### src/rtl/mmio_io_ctrl_if.sv
// CPU data-port bundle for the MMIO I/O controller.
// The master is the CPU side and the slave is the controller.
interface mmio_io_ctrl_if;
  logic        req_valid;
  logic        req_ready;
  logic        req_we;
  logic [31:0] req_addr;
  logic [31:0] req_wdata;
  logic        resp_valid;
  logic        resp_ready;
  logic [31:0] resp_rdata;
  logic        resp_err;

  modport master (
    output req_valid, req_we, req_addr, req_wdata, resp_ready,
    input  req_ready, resp_valid, resp_rdata, resp_err
  );

  modport slave (
    input  req_valid, req_we, req_addr, req_wdata, resp_ready,
    output req_ready, resp_valid, resp_rdata, resp_err
  );
endinterface

### src/rtl/mmio_io_ctrl.sv
// Memory-mapped GPIO register block: LED, switches, sticky button events, seven-segment data,
// control bits and a cycle counter, served one request at a time over a valid/ready port.
module mmio_io_ctrl #(
  parameter logic [31:0] ADDR_BASE = 32'hFFFF_FF00,
  parameter int unsigned BTN_N     = 5
) (
  input  logic             clk,
  input  logic             reset,
  mmio_io_ctrl_if.slave    bus,
  input  logic [15:0]      i_switch,
  input  logic [BTN_N-1:0] i_btn_down,
  output logic [15:0]      o_led,
  output logic [31:0]      o_seg_data,
  output logic             o_seg_sel,
  output logic             o_irq
);

  localparam logic [7:0] OFF_LED   = 8'h00;
  localparam logic [7:0] OFF_SW    = 8'h04;
  localparam logic [7:0] OFF_BTN   = 8'h08;
  localparam logic [7:0] OFF_SEG   = 8'h0C;
  localparam logic [7:0] OFF_CTRL  = 8'h10;
  localparam logic [7:0] OFF_CYCLE = 8'h14;

  typedef enum logic [1:0] {IDLE, EXEC, RESP} state_t;

  state_t           r_state;
  logic             r_req_ready;
  logic             r_resp_valid;
  logic             r_resp_err;
  logic [31:0]      r_resp_rdata;
  logic             r_we;
  logic [31:0]      r_addr;
  logic [31:0]      r_wdata;

  logic [15:0]      r_led;
  logic [15:0]      r_sw_meta;
  logic [15:0]      r_sw_sync;
  logic [31:0]      r_seg;
  logic             r_seg_sel;
  logic             r_irq_en;
  logic             r_irq;
  logic [31:0]      r_cycle;
  logic [BTN_N-1:0] r_evt;

  logic             w_err;
  logic [31:0]      w_rdata;
  logic             w_exec;
  logic             w_wr_ok;
  logic [BTN_N-1:0] w_evt_clr;

  // Decode the latched request; stores and errors always return zero data.
  always_comb begin
    w_err   = 1'b0;
    w_rdata = '0;
    if (r_addr[31:8] != ADDR_BASE[31:8] || r_addr[1:0] != 2'b00) begin
      w_err = 1'b1;
    end else begin
      case (r_addr[7:0])
        OFF_LED:   w_rdata = {16'h0000, r_led};
        OFF_SW:    begin w_rdata = {16'h0000, r_sw_sync}; w_err = r_we; end
        OFF_BTN:   begin w_rdata = 32'(r_evt); w_err = r_we; end
        OFF_SEG:   w_rdata = r_seg;
        OFF_CTRL:  w_rdata = {30'h0, r_irq_en, r_seg_sel};
        OFF_CYCLE: begin w_rdata = r_cycle; w_err = r_we; end
        default:   w_err = 1'b1;
      endcase
    end
    if (w_err || r_we) begin
      w_rdata = '0;
    end
  end

  assign w_exec    = (r_state == EXEC);
  assign w_wr_ok   = w_exec && r_we && !w_err;
  assign w_evt_clr = (w_exec && !r_we && !w_err && r_addr[7:0] == OFF_BTN) ? r_evt : '0;

  always_ff @(posedge clk) begin
    if (reset) begin
      r_state      <= IDLE;
      r_req_ready  <= 1'b1;
      r_resp_valid <= 1'b0;
      r_resp_err   <= 1'b0;
      r_resp_rdata <= '0;
      r_we         <= 1'b0;
      r_addr       <= '0;
      r_wdata      <= '0;
    end else begin
      case (r_state)
        IDLE: begin
          if (bus.req_valid) begin
            r_we        <= bus.req_we;
            r_addr      <= bus.req_addr;
            r_wdata     <= bus.req_wdata;
            r_req_ready <= 1'b0;
            r_state     <= EXEC;
          end
        end
        EXEC: begin
          r_resp_rdata <= w_rdata;
          r_resp_err   <= w_err;
          r_resp_valid <= 1'b1;
          r_state      <= RESP;
        end
        RESP: begin
          if (bus.resp_ready) begin
            r_resp_valid <= 1'b0;
            r_req_ready  <= 1'b1;
            r_state      <= IDLE;
          end
        end
        default: begin
          r_resp_valid <= 1'b0;
          r_req_ready  <= 1'b1;
          r_state      <= IDLE;
        end
      endcase
    end
  end

  // A press arriving in the same cycle as a clearing read survives, since only the returned bits clear.
  always_ff @(posedge clk) begin
    if (reset) begin
      r_led     <= '0;
      r_seg     <= '0;
      r_seg_sel <= 1'b0;
      r_irq_en  <= 1'b0;
      r_irq     <= 1'b0;
      r_cycle   <= '0;
      r_evt     <= '0;
      r_sw_meta <= '0;
      r_sw_sync <= '0;
    end else begin
      r_sw_meta <= i_switch;
      r_sw_sync <= r_sw_meta;
      r_cycle   <= r_cycle + 32'd1;
      r_evt     <= (r_evt & ~w_evt_clr) | i_btn_down;
      r_irq     <= r_irq_en & (|r_evt);
      if (w_wr_ok) begin
        case (r_addr[7:0])
          OFF_LED:  r_led <= r_wdata[15:0];
          OFF_SEG:  r_seg <= r_wdata;
          OFF_CTRL: begin
            r_seg_sel <= r_wdata[0];
            r_irq_en  <= r_wdata[1];
          end
          default: ;
        endcase
      end
    end
  end

  assign bus.req_ready  = r_req_ready;
  assign bus.resp_valid = r_resp_valid;
  assign bus.resp_rdata = r_resp_rdata;
  assign bus.resp_err   = r_resp_err;
  assign o_led          = r_led;
  assign o_seg_data     = r_seg;
  assign o_seg_sel      = r_seg_sel;
  assign o_irq          = r_irq;

endmodule

### src/flat_wrapper.sv
// flat-port wrapper written by rule: the top's interface ports become plain ports
module mmio_io_ctrl_flat 
#(
  parameter logic [31:0] ADDR_BASE = 32'hFFFF_FF00,
  parameter int unsigned BTN_N     = 5
)
  (clk, reset, i_switch, i_btn_down, o_led, o_seg_data, o_seg_sel, o_irq, bus_req_valid, bus_req_we, bus_req_addr, bus_req_wdata, bus_resp_ready, bus_req_ready, bus_resp_valid, bus_resp_rdata, bus_resp_err);
  mmio_io_ctrl_if bus_i ();
  input  logic clk;
  input  logic reset;
  input  logic [15:0] i_switch;
  input  logic [BTN_N-1:0] i_btn_down;
  output logic [15:0] o_led;
  output logic [31:0] o_seg_data;
  output logic o_seg_sel;
  output logic o_irq;
  input wire logic [$bits(bus_i.req_valid)-1:0] bus_req_valid;
  input wire logic [$bits(bus_i.req_we)-1:0] bus_req_we;
  input wire logic [$bits(bus_i.req_addr)-1:0] bus_req_addr;
  input wire logic [$bits(bus_i.req_wdata)-1:0] bus_req_wdata;
  input wire logic [$bits(bus_i.resp_ready)-1:0] bus_resp_ready;
  output wire logic [$bits(bus_i.req_ready)-1:0] bus_req_ready;
  output wire logic [$bits(bus_i.resp_valid)-1:0] bus_resp_valid;
  output wire logic [$bits(bus_i.resp_rdata)-1:0] bus_resp_rdata;
  output wire logic [$bits(bus_i.resp_err)-1:0] bus_resp_err;
  assign bus_i.req_valid = bus_req_valid;
  assign bus_i.req_we = bus_req_we;
  assign bus_i.req_addr = bus_req_addr;
  assign bus_i.req_wdata = bus_req_wdata;
  assign bus_i.resp_ready = bus_resp_ready;
  assign bus_req_ready = bus_i.req_ready;
  assign bus_resp_valid = bus_i.resp_valid;
  assign bus_resp_rdata = bus_i.resp_rdata;
  assign bus_resp_err = bus_i.resp_err;
  mmio_io_ctrl #(.ADDR_BASE(ADDR_BASE), .BTN_N(BTN_N)) u_core (.clk(clk), .reset(reset), .bus(bus_i), .i_switch(i_switch), .i_btn_down(i_btn_down), .o_led(o_led), .o_seg_data(o_seg_data), .o_seg_sel(o_seg_sel), .o_irq(o_irq));
endmodule
### config.mk
export PLATFORM = sky130hd
export DESIGN_NAME = mmio_io_ctrl_flat
export DESIGN_NICKNAME = d
export VERILOG_FILES = /design/src/rtl/mmio_io_ctrl_if.sv /design/src/rtl/mmio_io_ctrl.sv /design/src/flat_wrapper.sv
export SDC_FILE = /design/constraint.sdc
export NUM_CORES = 1
export LEC_CHECK = 0
export CAP_MARGIN = 0
export CORE_MARGIN = 3
export CORE_UTILIZATION = 55
export CTS_BUF_LIST = sky130_fd_sc_hd__clkbuf_16
export DETAILED_ROUTE_END_ITERATION = 6
export PLACE_DENSITY_LB_ADDON = 0.1
export SKIP_CTS_REPAIR_TIMING = 1
export SYNTH_ARGS = -nofsm -noshare
export SYNTH_HDL_FRONTEND = slang
export SYNTH_SLANG_ARGS = --single-unit
### constraint.sdc
create_clock -name clk -period 4.25 [get_ports clk]
set_input_delay 1.275 -clock clk [delete_from_list [all_inputs] [get_ports clk]]
set_output_delay 1.275 -clock clk [all_outputs]
set_load 0.05 [all_outputs]
After elaboration in Yosys (flattened, before gate mapping)
Index checks and enable logic that the tools add are counted.

cells by class
  add/subtract/negate cells = 1
  equal/unequal tests = 10
  mux-type cells = 14
  bitwise operators = 6
  reductions and logical operators = 22

operators with widths
  operator                                                         number
  32-bit case mux with 6 select lines                              1
  32-bit 2-to-1 mux                                                2
  32-bit by 1-bit adder with 32-bit output, second input constant  1
  24-bit != test, second input constant                            1
  8-bit by 4-bit == test with 1-bit output, second input constant  2
  8-bit by 5-bit == test with 1-bit output, second input constant  2
  2-bit AND reduction                                              6
  8-bit by 3-bit == test with 1-bit output, second input constant  1
  8-bit logical NOT                                                1
  1-bit case mux with 3 select lines                               2
  2-bit case mux with 3 select lines                               1
  3-bit OR reduction                                               2
  5-bit bitwise AND                                                1
  1-bit logical AND                                                5
  5-bit 2-to-1 mux                                                 1
  5-bit NOT                                                        1
  5-bit OR                                                         1
  5-bit OR reduction                                               1
  1-bit 2-to-1 mux                                                 4
  2-bit 2-to-1 mux                                                 2
  2-bit != test, second input constant                             2
  3-bit AND reduction                                              1
  2-bit by 1-bit == test with 1-bit output, second input constant  1
  2-bit == test, second input constant                             1
  7 further kinds                                                  10

storage, ports and cells
  bits in registers = 222
  output and inout port bits = 85

Longest topological paths before layout
Gate-level depths: netlist (run 1).

  word-level depth = 11
  gate-level depth with buffers = 9
  gate-level depth less buffers = 6

Worst setup path before layout (run 1)
OpenSTA, ideal clock, no wires.

  path kind = input -> register
  start point = input bus_req_valid
  end point = register u_core.r_addr[4]
  library setup time = 0.070 ns
  arrival time = 2.229 ns
  setup slack = 1.950 ns
  stages = 6
  path buffers = 2
  cell sequence = nand2b_1 > or2_2 > clkbuf_1 > clkbuf_1 > nand2_1 > a21oi_1

between the ends
  cells in the longest elaborated chain, start to end = 1

RTL lines
  what                           RTL line            source
  start: declaration             flat_wrapper.sv:17  input wire logic [$bits(bus_i.req_valid)-1:0] bus_req_valid;
  2-bit AND reduction (no line)  n/a
  end signal: assignment         mmio_io_ctrl.sv:93  r_addr <= bus.req_addr;
  end: declaration               mmio_io_ctrl.sv:33  logic [31:0] r_addr;

Every way passes these cells.
A chain may end at the register's enable or synchronous reset.

Worst setup path in the final report (run 1)
  start point = register u_core.r_seg[10] (netlist: u_core.o_seg_data[10])
  end point = output o_seg_data[10]

RTL lines
  what                      RTL line             source
  start: declaration        mmio_io_ctrl.sv:39   logic [31:0] r_seg;
  start signal: assignment  mmio_io_ctrl.sv:142  OFF_SEG: r_seg <= r_wdata;
  end: declaration          flat_wrapper.sv:14   output logic [31:0] o_seg_data;

No word-level cell between the ends.

==> results.sh, run 1 <==
export IMPL_status="finished clean"
export IMPL_fin_tns_setup_ns=0
export IMPL_pwr_density_cell_nw_per_um2=413
export IMPL_syn_area_per_cell_um2=8.73
export IMPL_placement_cell_area_um2=10300
export IMPL_path_buf_inv=1
export IMPL_finalSetupViolations=0
export IMPL_grtUsageMet3=0.0500
export IMPL_synth_nets=1066
export IMPL_hp_class="reg -> reg"
export IMPL_synth_top_family_by_area="simple AND/OR/NAND/NOR gates"
export IMPL_fin_area_um2=11000
export IMPL_criticalPathCategory="reg -> out"
export IMPL_boundaryPins=175
export IMPL_antenna_found_initial=0
export IMPL_arrival_ns=1.76
export IMPL_path_cells="clkdlybuf4s50_1"
export IMPL_cts_tree="yes"
export IMPL_ir_worst_vdd_uv=316
export IMPL_synthMuxAreaShare=0.0456
export IMPL_drv_cap=0
export IMPL_drc_errors=0
export IMPL_grtUsageMet1=0.370
export IMPL_core_area_um2=14800
export IMPL_gp_congestion=0.918
export IMPL_viasPerCell=5.61
export IMPL_cts_made_buffers=22
export IMPL_io_buffers=174
export IMPL_syn2layout_area_growth_pct=29.8
export IMPL_drive_above_1_share=0.0529
export IMPL_dieArea_um2=17000
export IMPL_overflow=0
export IMPL_row_count=44
export IMPL_grt_pass1_wl_um=35500
export IMPL_use_met2=0.417
export IMPL_netlist_area_leader_share=0.522
export IMPL_synthSimpleGateAreaFrac=0.235
export IMPL_crit_fanout=3
export IMPL_clock_sinks=222
export IMPL_synth_cell_types=52
export IMPL_syn_inst=975
export IMPL_ys_seq_area_frac=0.522
export IMPL_die_w_um=130
export IMPL_syn_area_um2=8510
export IMPL_max_freq_ghz=0.330
export IMPL_slowest_stage="clkdlybuf4s50_1"
export IMPL_routed_wl_um=22400
export IMPL_first_global_vias=6956
export IMPL_fin_skew_ns=0.0160
export IMPL_fin_nets=1211
export IMPL_crit_required_ns=2.97
export IMPL_wl_per_cell_um=17.0
export IMPL_antenna_left=0
export IMPL_synth_area_top_cells="dfxtp_1, nand2_1, a21oi_1"
export IMPL_synth_seq_cells=222
export IMPL_async_reset_ff_frac=0
export IMPL_clockBufferDepth=3
export IMPL_yosysWarnings=0
export IMPL_critPathCaptureType="output pin"
export IMPL_worst_pin_slew_ns=1.01
export IMPL_start_kind="flop"
export IMPL_clock_latency_ns=0.50
export IMPL_vias=7406
export IMPL_synthAdderAreaFrac=0.00147
export IMPL_grt_usage=0.261
export IMPL_grt_busiest_layer="met2"
export IMPL_rsz0062_at_grt="no"
export IMPL_cp_top_family="buffers and inverters"
export IMPL_period_share=0.714
export IMPL_htreeDepth=1
export IMPL_synthFlopType="dfxtp_1"
export IMPL_initial_core_util=0.575
export IMPL_synth_edf_count=0
export IMPL_slew_headroom=0.324
export IMPL_grt_max_degree=89
export IMPL_slew_violations=0
export IMPL_post_dp_hpwl_um=15300
export IMPL_hold_violations=0
export IMPL_synth_xor_area_frac=0.0298
export IMPL_drt_pass1_iter_count=7
export IMPL_synth_compound_area_share=0.126
export IMPL_root_buffer="clkbuf_16"
export IMPL_diodes=0
export IMPL_drt_initial_drc_count=529
export IMPL_fin_crit_ns=3.03
export IMPL_path_clk_slew_ns=0.06
export IMPL_p_leak_nw=3.83
export IMPL_die_height_um=130
export IMPL_cp_slowest_stage_delay_ns=0.84
export IMPL_yosysTopAreaCell="dfxtp_1"
## cell usage after synthesis (3+ instances only)
master / number
a211oi_1: 7
nand3_1: 10
xor2_1: 10
buf_2: 6
a21oi_1: 105
xnor2_1: 19
inv_1: 7
nand2_1: 225
or4_1: 3
a2bb2oi_1: 3
a22oi_1: 24
o21ai_0: 16
a221oi_1: 3
mux2i_1: 32
buf_4: 5
mux2_2: 6
clkbuf_1: 39
nor3_1: 17
buf_6: 4
nor2_1: 80
nor4_1: 8
and3_1: 4
and2_1: 5
nor2b_1: 35
nand4_1: 12
or2_2: 3
buf_1: 9
a22o_1: 3
o21ai_1: 10
and4_1: 10
a222oi_1: 3
nand2b_1: 3
dfxtp_1: 222
a221o_1: 5
## cell type report
type / instances / area [um^2]
fill: 1150 / 3760
timing repair buffer: 185 / 1840
sequential: 222 / 4440
multi-input combinational: 682 / 3730
inverter: 7 / 26.3
clock buffer: 23 / 576
tap: 184 / 230
clock inverter: 16 / 196
## state kept, by name, summed over array words and instances (netlist names)
signal and flops:
u_core.r_sw_meta 16, u_core.r_state 2, u_core.o_led 16, u_core.r_evt 5, u_core.r_sw_sync 16, u_core.bus.req_ready 1
u_core.bus.resp_err 1, u_core.o_irq 1, u_core.r_we 1, u_core.o_seg_sel 1, u_core.bus.resp_rdata 32, u_core.bus.resp_valid 1
u_core.r_irq_en 1, u_core.o_seg_data 32, u_core.r_addr 32, u_core.r_wdata 32, u_core.r_cycle 32
## cells by family (layout without fill, tap and decap cells)
kind of cell / count (synthesis) / count (layout)
simple gates: 431 / 431
flops: 222 / 222
compound gates: 183 / 183
buf+inv: 71 / 231
mux: 38 / 38
xor+xnor: 29 / 29
fa+ha+maj: 1 / 1
## worst paths after layout
| path | from | to | slack (ns) | depth (start not counted) |
|---|---|---|---|---|
| setup reg to reg | u_core.r_addr[4] | u_core.o_seg_data[1] | 1.47 | 6 |
| hold reg to reg | u_core.r_sw_meta[15] | u_core.r_sw_sync[15] | 0.44 | 1 |
| setup / recovery | u_core.o_seg_data[10] | o_seg_data[10] | 1.22 | 1 |
| hold / removal | u_core.r_sw_meta[15] | u_core.r_sw_sync[15] | 0.44 | 1 |
## cells in the final DEF, fill, tap and decap left out, types with 4 or more instances in the layout
cell type,n
nor2b_1,35
clkinv_2,4
xnor2_1,19
a21oi_1,105
o21ai_1,10
a221o_1,5
nand4_1,12
and4_1,10
nor2_1,79
clkdlybuf4s50_1,173
nor4_1,8
nor3_1,17
mux2i_1,32
xor2_1,10
bufinv_16,5
and2_1,5
o21ai_0,16
mux2_2,6
clkinv_1,5
inv_1,9
nand3_1,10
a211oi_1,7
a22oi_1,24
dfxtp_1,222
clkbuf_16,23
buf_4,10
and3_1,4
nand2_1,225
## metal layers
| layer | vias to the layer above | part of all wire |
|---|---|---|
| li1 | 3610 | - |
| met3 | 33 | 0.072 |
| met4 | 0 | 0.017 |
| met1 | 3485 | 0.45 |
| met2 | 278 | 0.46 |
| met5 | - | 0 |
## per-stage QoR
stage / power, mW / std cells / util / hold WS, ns / worst slack [ns]
6_report: 4.56 / 1319 / 0.746 / 0.436 / 1.22
5_1_grt: 4.70 / 1319 / 0.746 / 0.451 / 1.17
4_1_cts: 4.58 / 1319 / 0.746 / 0.439 / 1.20
3_5_place_dp: 2.54 / 1280 / 0.694 / 0.425 / 0.930
3_3_place_gp: 2.54 / 1280 / 0.694 / 0.420 / 0.961
2_1_floorplan: 2.40 / 975 / - / 0.414 / 1.95
## report_power, final
group,internal (mW),switching (mW)
sequential,2.14,0.0454
clock,1.28,0.782
combinational,0.144,0.170
(Power assumes the default switching activity.)
==> run 2, diff against run 1 <==
--- a/config.mk
+++ b/config.mk
@@ -7,7 +7,7 @@
 export LEC_CHECK = 0
 export CAP_MARGIN = 0
 export CORE_MARGIN = 3
-export CORE_UTILIZATION = 55
+export CORE_UTILIZATION = 51
 export CTS_BUF_LIST = sky130_fd_sc_hd__clkbuf_16
 export DETAILED_ROUTE_END_ITERATION = 6
 export PLACE_DENSITY_LB_ADDON = 0.1
==> constraint.sdc (replaced) <==
create_clock -name clk -period 2.8 [get_ports clk]
set_input_delay 0.84 -clock clk [delete_from_list [all_inputs] [get_ports clk]]
set_output_delay 0.84 -clock clk [all_outputs]
set_load 0.05 [all_outputs]
==> results.sh, run 2 (synthesized netlist as in run 1, its figures left out) <==
export IMPL_final_cell_mix="nand2_1, dfxtp_1, clkdlybuf4s50_1"
export IMPL_io_buffers=174
export IMPL_crit_fanout=3
export IMPL_fin_crit_ns=2.57
export IMPL_status="finished clean"
export IMPL_combPwrFrac=0.073
export IMPL_regArea_um2=4440
export IMPL_first_global_vias=6688
export IMPL_wl_per_cell_um=16.2
export IMPL_ir_worst_vdd_uv=406
export IMPL_slew_headroom=0.241
export IMPL_dpl_worst_slack_ns=0.462
export IMPL_clock_sinks=222
export IMPL_crit_required_ns=1.96
export IMPL_p_leak_nw=3.86
export IMPL_fin_tns_setup_ns=0
export IMPL_initial_core_util=0.528
export IMPL_fin_hold_ws_ns=0.440
export IMPL_core_area_um2=16100
export IMPL_layout_setup_ws_ns=0.226
export IMPL_die_w_um=135
export IMPL_layout_commonest_cell="nand2_1"
export IMPL_boundaryPins=175
export IMPL_multiInputGateArea_um2=3730
export IMPL_htreeDepth=1
export IMPL_cts_tree="yes"
export IMPL_p_int_mw=5.15
export IMPL_total_power_mw=6.66
export IMPL_drt_initial_drc_count=518
export IMPL_seq_power_share=0.499
export IMPL_grt_usage=0.238
export IMPL_row_count=46
export IMPL_drv_cap=0
export IMPL_routed_wl_um=22000
export IMPL_finalSetupViolations=0
export IMPL_overflow=0
export IMPL_dieArea_um2=18300
export IMPL_path_clk_slew_ns=0.06
export IMPL_path_buf_inv=1
export IMPL_period_share=0.919
export IMPL_slew_violations=0
export IMPL_arrival_ns=1.73
export IMPL_viasPerCell=5.36
export IMPL_grt_pass1_wl_um=35200
export IMPL_pwr_density_cell_nw_per_um2=601
export IMPL_clock_latency_ns=0.49
export IMPL_worst_pin_slew_ns=1.13
export IMPL_post_dp_hpwl_um=15300
export IMPL_slowest_stage="clkdlybuf4s50_1"
export IMPL_fillers=1365
export IMPL_diodes=0
export IMPL_drc_errors=0
export IMPL_clkPwrFrac=0.428
export IMPL_criticalPathCategory="reg -> out"
export IMPL_gp_congestion=0.920
export IMPL_fin_nets=1217
export IMPL_cp_slowest_stage_delay_ns=0.83
export IMPL_antenna_found_initial=0
export IMPL_die_height_um=135
export IMPL_swShare=0.226
export IMPL_cts_made_buffers=22
export IMPL_cp_top_family="buffers and inverters"
export IMPL_hold_violations=0
export IMPL_fin_skew_ns=0.00811
export IMPL_critPathCaptureType="output pin"
export IMPL_max_freq_ghz=0.389
export IMPL_p_switching_mw=1.51
export IMPL_start_kind="flop"
export IMPL_root_buffer="clkbuf_16"
export IMPL_drive_above_1_share=0.0595
export IMPL_vias=7279
export IMPL_clockBufferDepth=3
export IMPL_drt_pass1_iter_count=5
export IMPL_antenna_left=0
export IMPL_hp_class="reg -> reg"
export IMPL_syn2layout_area_growth_pct=30.3
export IMPL_grt_max_degree=184
export IMPL_path_cells="clkdlybuf4s50_1"
export IMPL_rsz0062_at_grt="no"
-- run 2: changes by cell type in the layout (fill, tap and decap cells not counted), sizes merged --
cell    change
inv         +1
bufinv      -3
buf         +6
clkinv      +3
-- run 2: final timing paths --
kind	endpoint	slack (ns)	from	cells after the start
min reg2reg	u_core.r_sw_sync[1]	0.44	u_core.r_sw_meta[1]	1
min	u_core.r_sw_sync[1]	0.44	u_core.r_sw_meta[1]	1
max reg2reg	u_core.o_led[8]	0.45	u_core.r_addr[3]	6
max	o_led[2]	0.23	u_core.o_led[2]	1
-- run 2: area by class of cell --
type,count,area share
Timing Repair Buffer,191,0.172
Multi-Input combinational cell,682,0.337
Inverter,7,0.00237
Clock inverter,17,0.0115
Sequential cell,222,0.401
Tap cell,216,0.0244
Clock buffer,23,0.0519
-- run 2: per-layer routing --
metal / track usage / vias to the layer above / share of wire
met5: 0 / - / 0
met4: 0.0532 / 0 / 0.018
met3: 0.0427 / 39 / 0.077
met2: 0.362 / 275 / 0.44
met1: 0.354 / 3351 / 0.46
li1: - / 3614 / -
-- run 2: metrics by stage --
stage | cell area (um^2) | cells | utilization
global route | 11100 | 1358 | 0.688
detailed placement | 10400 | 1318 | 0.644
floorplan | 8510 | 975 | -
finish | 11100 | 1358 | 0.688
CTS | 11100 | 1358 | 0.688
global placement | 10400 | 1318 | 0.644
-- run 2: power by group through the flow --
stage | registers, mW | clock network, mW | logic (mW)
2_1_floorplan | 3.38 | 0 | 0.272
3_3_place_gp | 3.39 | 0 | 0.479
3_5_place_dp | 3.39 | 0 | 0.485
4_1_cts | 3.32 | 2.91 | 0.487
5_1_grt | 3.33 | 3.03 | 0.532
6_report | 3.32 | 2.85 | 0.485
==> RTL edit 1: new RTL, flow settings as in run 2 <==
`BTN_N` is set to 5 in 2 places; all go to 10.
--- a/src/rtl/mmio_io_ctrl.sv
+++ b/src/rtl/mmio_io_ctrl.sv
@@ -2,7 +2,7 @@
 // control bits and a cycle counter, served one request at a time over a valid/ready port.
 module mmio_io_ctrl #(
   parameter logic [31:0] ADDR_BASE = 32'hFFFF_FF00,
-  parameter int unsigned BTN_N     = 5
+  parameter int unsigned BTN_N     = 10
 ) (
   input  logic             clk,
   input  logic             reset,
--- a/src/flat_wrapper.sv
+++ b/src/flat_wrapper.sv
@@ -2,7 +2,7 @@
 module mmio_io_ctrl_flat 
 #(
   parameter logic [31:0] ADDR_BASE = 32'hFFFF_FF00,
-  parameter int unsigned BTN_N     = 5
+  parameter int unsigned BTN_N     = 10
 )
   (clk, reset, i_switch, i_btn_down, o_led, o_seg_data, o_seg_sel, o_irq, bus_req_valid, bus_req_we, bus_req_addr, bus_req_wdata, bus_resp_ready, bus_req_ready, bus_resp_valid, bus_resp_rdata, bus_resp_err);
   mmio_io_ctrl_if bus_i ();
Interface: changed (resized i_btn_down); port bits go from 175 to 180. The function was not compared with the original's and may differ.
==> RTL edit 1 against run 2 <==
Final area is 7.2% higher; sequential cell count grew 5; area after synthesis rose by 7.8%; critical path depth did not move; routed wire length up 4.7%; worst setup slack worse by 0.013 ns; power increased by 5.2%; sequential share of layout area shrank 1.9 points.
==> RTL edit 1: results (changes against run 2) <==
[metrics] post-route clock skew: 0.0137 ns (+0.00562 ns)
[metrics] arrival time worst endpoint: 1.75 ns (+0.02 ns)
[metrics] count of unique library cells instantiated by Yosys: 53 (+1.9%)
[metrics] headroom to the max-slew limit: 47.0% (+23 points)
[metrics] Sequential Power: 3.41 mW (+3%)
[metrics] combinational logic power: 0.574 mW (+18%)
[metrics] worst-case vdd ir drop: 0.459 mV (+13%)
[metrics] average via count per standard cell: 5.41 (+0.85%)
[metrics] Fin Hold WS: 0.433 ns (-0.00638 ns)
[metrics] top post-synthesis cells by area: sky130_fd_sc_hd__dfxtp_1, sky130_fd_sc_hd__mux2i_1, sky130_fd_sc_hd__nand2_1, sky130_fd_sc_hd__nand2b_1, sky130_fd_sc_hd__a21oi_1
[metrics] critical register-to-register path startpoint: u_core.r_state[1]
[metrics] share of post-route cells with drive strength above 1: 6.71% (+0.75 points)
[metrics] fraction of area in clock buffers and inverters: 6.20% (-0.14 points)
[metrics] total track usage: 22.8% (-0.99 points)
[metrics] fraction of met1 tracks used by global routing: 31.2% (-4.2 points)
[metrics] switching power: 1.62 mW (+7.1%)
[metrics] wire length on met3: 1300 microns (-23%)
[metrics] run status: completed
[metrics] met2 wire length: 10900 microns (+12%)
[metrics] Avg Inst Size Synth: 9.09 sq um (+4.2%)
[metrics] detailed placement HPWL: 16000 microns (+4.2%)
[metrics] leakage dissipation: 4.22 nW (+9.4%)
[metrics] maximum number of pins on one net before global-route repair: 67 (-64%)
[metrics] syn_nets: 1105 (+3.7%)
[metrics] post-DR wirelength/cell: 16.5 microns (+1.3%)
[metrics] Final non-clock buffer share: 17.0% (-0.21 points)
[metrics] flip-flop and latch area: 4540 sq um (+2.3%)
[metrics] non-clock buffer instance count of the final layout: 201 (+5.2%)
## RTL edit 1: changes by cell type in the layout (fill, tap and decap cells not counted), moves of 8 or more
| cell | run 2 | this run |
|---|---|---|
| sky130_fd_sc_hd__or4_1 | 3 | 15 |
| sky130_fd_sc_hd__mux2i_1 | 32 | 65 |
| sky130_fd_sc_hd__o21ai_0 | 16 | 28 |
| sky130_fd_sc_hd__o31ai_1 | 0 | 12 |
| sky130_fd_sc_hd__nand2_1 | 225 | 169 |
| sky130_fd_sc_hd__nand2b_1 | 3 | 84 |
| sky130_fd_sc_hd__xnor2_1 | 19 | 8 |
| sky130_fd_sc_hd__o22ai_1 | 2 | 10 |
| sky130_fd_sc_hd__a21oi_1 | 105 | 86 |
| sky130_fd_sc_hd__nor2_1 | 79 | 22 |
| sky130_fd_sc_hd__inv_1 | 10 | 29 |
==> RTL edit 2: new RTL, flow settings as in run 2 <==
Made on the original files. Re-encode `state_t` (3 states) as one-hot, 3 bits wide.
--- a/src/rtl/mmio_io_ctrl.sv
+++ b/src/rtl/mmio_io_ctrl.sv
@@ -22,7 +22,7 @@
   localparam logic [7:0] OFF_CTRL  = 8'h10;
   localparam logic [7:0] OFF_CYCLE = 8'h14;
 
-  typedef enum logic [1:0] {IDLE, EXEC, RESP} state_t;
+  typedef enum logic [2:0] {IDLE = 3'b001, EXEC = 3'b010, RESP = 3'b100} state_t;
 
   state_t           r_state;
   logic             r_req_ready;
Behaviour: no difference found for any inputs over 4 cycles, from zero or initial values and one cycle with reset high; so few cycles prove little.
==> RTL edit 2 against run 2 <==
Power up 3.4%; non-clock buffer count rose by 10; die area up 1.6%; area after synthesis rose by 1.7%; final area rose by 2.3%; sequential share of layout area decreased by 0.73 points; worst setup slack worse by 0.020 ns; sequential cell count rose by 1; synthesized cell count increased by 3.0%; routed wire length rose by 6.5%; combinational power rose by 12%.
==> RTL edit 2: results (changes against run 2) <==
[metrics] run status: completed
[metrics] number of flops mapped to enable cells by yosys: 0 (unchanged)
[metrics] total track usage: 24.6% (+0.80 points)
[metrics] cell types with the highest counts after synthesis: sky130_fd_sc_hd__dfxtp_1, sky130_fd_sc_hd__nand2_1, sky130_fd_sc_hd__a21oi_1
[metrics] wire length of the first global-routing pass: 36900 microns (+4.8%)
[metrics] TritonCTS Buffers: 23 (+4.5%)
[metrics] headroom to the max-slew limit: 48.3% (+24 points)
[metrics] count of yosys warnings during synthesis: 0 (unchanged)
[metrics] critical path startpoint: u_core.r_state[2]
[metrics] number of fill cells: 1359 (-0.44%)
[metrics] post-DR wirelength/cell: 16.9 microns (+4.4%)
[metrics] syn_nets: 1095 (+2.7%)
[metrics] detailed router's first-iteration violation count: 517 (-0.19%)
[metrics] end of the worst register-to-register path: u_core.bus.resp_rdata[19]
[metrics] Reg2Reg Setup Slack: 0.21 ns (-0.24 ns)
[metrics] maximum number of pins on one net before global-route repair: 92 (-50%)
[metrics] Placed Cells incl. Taps: 1345 (+2.0%)
[metrics] startpoint-to-endpoint class of the critical path: reg -> reg
[metrics] final weighted congestion of routability-driven global placement: 0.857 (-6.9%)
[metrics] antenna diode instance count: 0 (unchanged)
[metrics] count of unique library cells instantiated by Yosys: 46 (-12%)
[metrics] vias after detailed routing: 7655 (+5.2%)
[metrics] maximum net fanout on the critical path: 17 (+14)
[metrics] startpoint of the most critical hold path: u_core.r_sw_meta[8]
[metrics] worst-case vdd ir drop: 0.389 mV (-4.1%)
[metrics] cell depth of the worst flop-to-flop path: 5 (-1)
[metrics] share of post-route cells with drive strength above 1: 6.32% (+0.37 points)
[metrics] detailed placement HPWL: 16000 microns (+4.5%)
[metrics] number of nets in the layout: 1245 (+2.3%)
[metrics] Avg Inst Size Synth: 8.62 sq um (-1.3%)
[metrics] Worst path top cell family by delay: simple AND/OR/NAND/NOR gates
[metrics] post-route clock skew: 0.00854 ns (+0.000427 ns)
[metrics] arrival time worst endpoint: 3.00 ns (+1.27 ns)
[metrics] leakage dissipation: 4.08 nW (+5.8%)
[metrics] top post-synthesis cells by area: sky130_fd_sc_hd__dfxtp_1, sky130_fd_sc_hd__nand2_1, sky130_fd_sc_hd__a21oi_1, sky130_fd_sc_hd__mux2i_1, sky130_fd_sc_hd__nor2_1
[metrics] Critical Path Max Stage Delay: 0.81 ns (-0.02 ns)
[metrics] Finished Layout Cells: 1386 (+2.1%)
[metrics] via count of the first global-routing pass: 7194 (+7.6%)
[metrics] critical path's slowest cell: sky130_fd_sc_hd__or4_1
[metrics] Clock Pin Slew Worst Setup and Hold Paths: 0.06 ns (about the same)
[metrics] Area after DPL: 10600 sq um (+2.1%)
[metrics] proportion of synthesized chip area in sequential cells: 51.6% (-0.62 points)
RTL edit 2: changes by cell type in the layout (fill, tap and decap cells not counted), moves of 5 or more:
cell | before | now
sky130_fd_sc_hd__nand3_1 | 10 | 43
sky130_fd_sc_hd__mux2i_1 | 32 | 37
sky130_fd_sc_hd__nand4_1 | 12 | 23
sky130_fd_sc_hd__xnor2_1 | 19 | 5
sky130_fd_sc_hd__a221o_1 | 5 | 10
sky130_fd_sc_hd__nand2_1 | 225 | 186
sky130_fd_sc_hd__o21ai_0 | 16 | 31
sky130_fd_sc_hd__inv_1 | 10 | 4
sky130_fd_sc_hd__xor2_1 | 10 | 23
sky130_fd_sc_hd__buf_4 | 14 | 25
sky130_fd_sc_hd__nor3_1 | 17 | 24
RTL edit 2: worst min-delay path by stage:
stage                          end  slack (ns)  cells past startpoint
2_1_floorplan  u_core.r_sw_sync[0]        0.41                      1
3_3_place_gp   u_core.r_sw_sync[8]        0.42                      1
3_5_place_dp   u_core.r_sw_sync[4]        0.43                      1
4_1_cts        u_core.r_sw_sync[4]        0.44                      1
5_1_grt        u_core.r_sw_sync[4]        0.46                      1
6_report       u_core.r_sw_sync[8]        0.44                      1
RTL edit 2: cell type report:
class / instances / area (sq um) / share of cell area (%)
multi-input cells: 702 / 3890 / 34.3
repair buffers: 201 / 1970 / 17.4
clock buffers: 23 / 576 / 5.07
well taps: 216 / 270 / 2.38
inverters: 3 / 11.3 / 0.0993
flip-flops and latches: 223 / 4460 / 39.4
clock inverters: 18 / 165 / 1.46
RTL edit 2: routing by layer:
layer	vias up	part of all wire, %	global-route usage [%]
li1	3769	-	-
met1	3561	43	32.7
met2	285	48	41.9
met3	40	6.2	3.70
met4	0	2.5	6.55
met5	-	0	0
RTL edit 2: report_power, final:
| part | leakage (nW) | internal, mW | switching, mW | total, mW |
|---|---|---|---|---|
| Clock | 0.370 | 1.78 | 1.23 | 3.00 |
| Sequential | 1.82 | 3.27 | 0.0682 | 3.34 |
| Combinational | 1.90 | 0.241 | 0.304 | 0.545 |
| Total | 4.08 | 5.29 | 1.60 | 6.89 |
RTL edit 2: through the flow:
step | hold slack, ns | setup WS [ns]
detailed placement | 0.427 | 0.257
CTS | 0.442 | 0.195
global placement | 0.421 | 0.340
finish | 0.437 | 0.207
floorplan | 0.414 | 0.611
global route | 0.456 | 0.0717
RTL edit 2: logic make-up after synthesis:
logic type | count (synthesis) | share of synthesized area (%)
compound gates | 201 | 13.5
xor+xnor | 28 | 2.83
fa+ha+maj | 1 | 0.145
buf+inv | 79 | 3.69
flops | 223 | 51.6
mux | 40 | 4.80
simple gates | 432 | 23.4
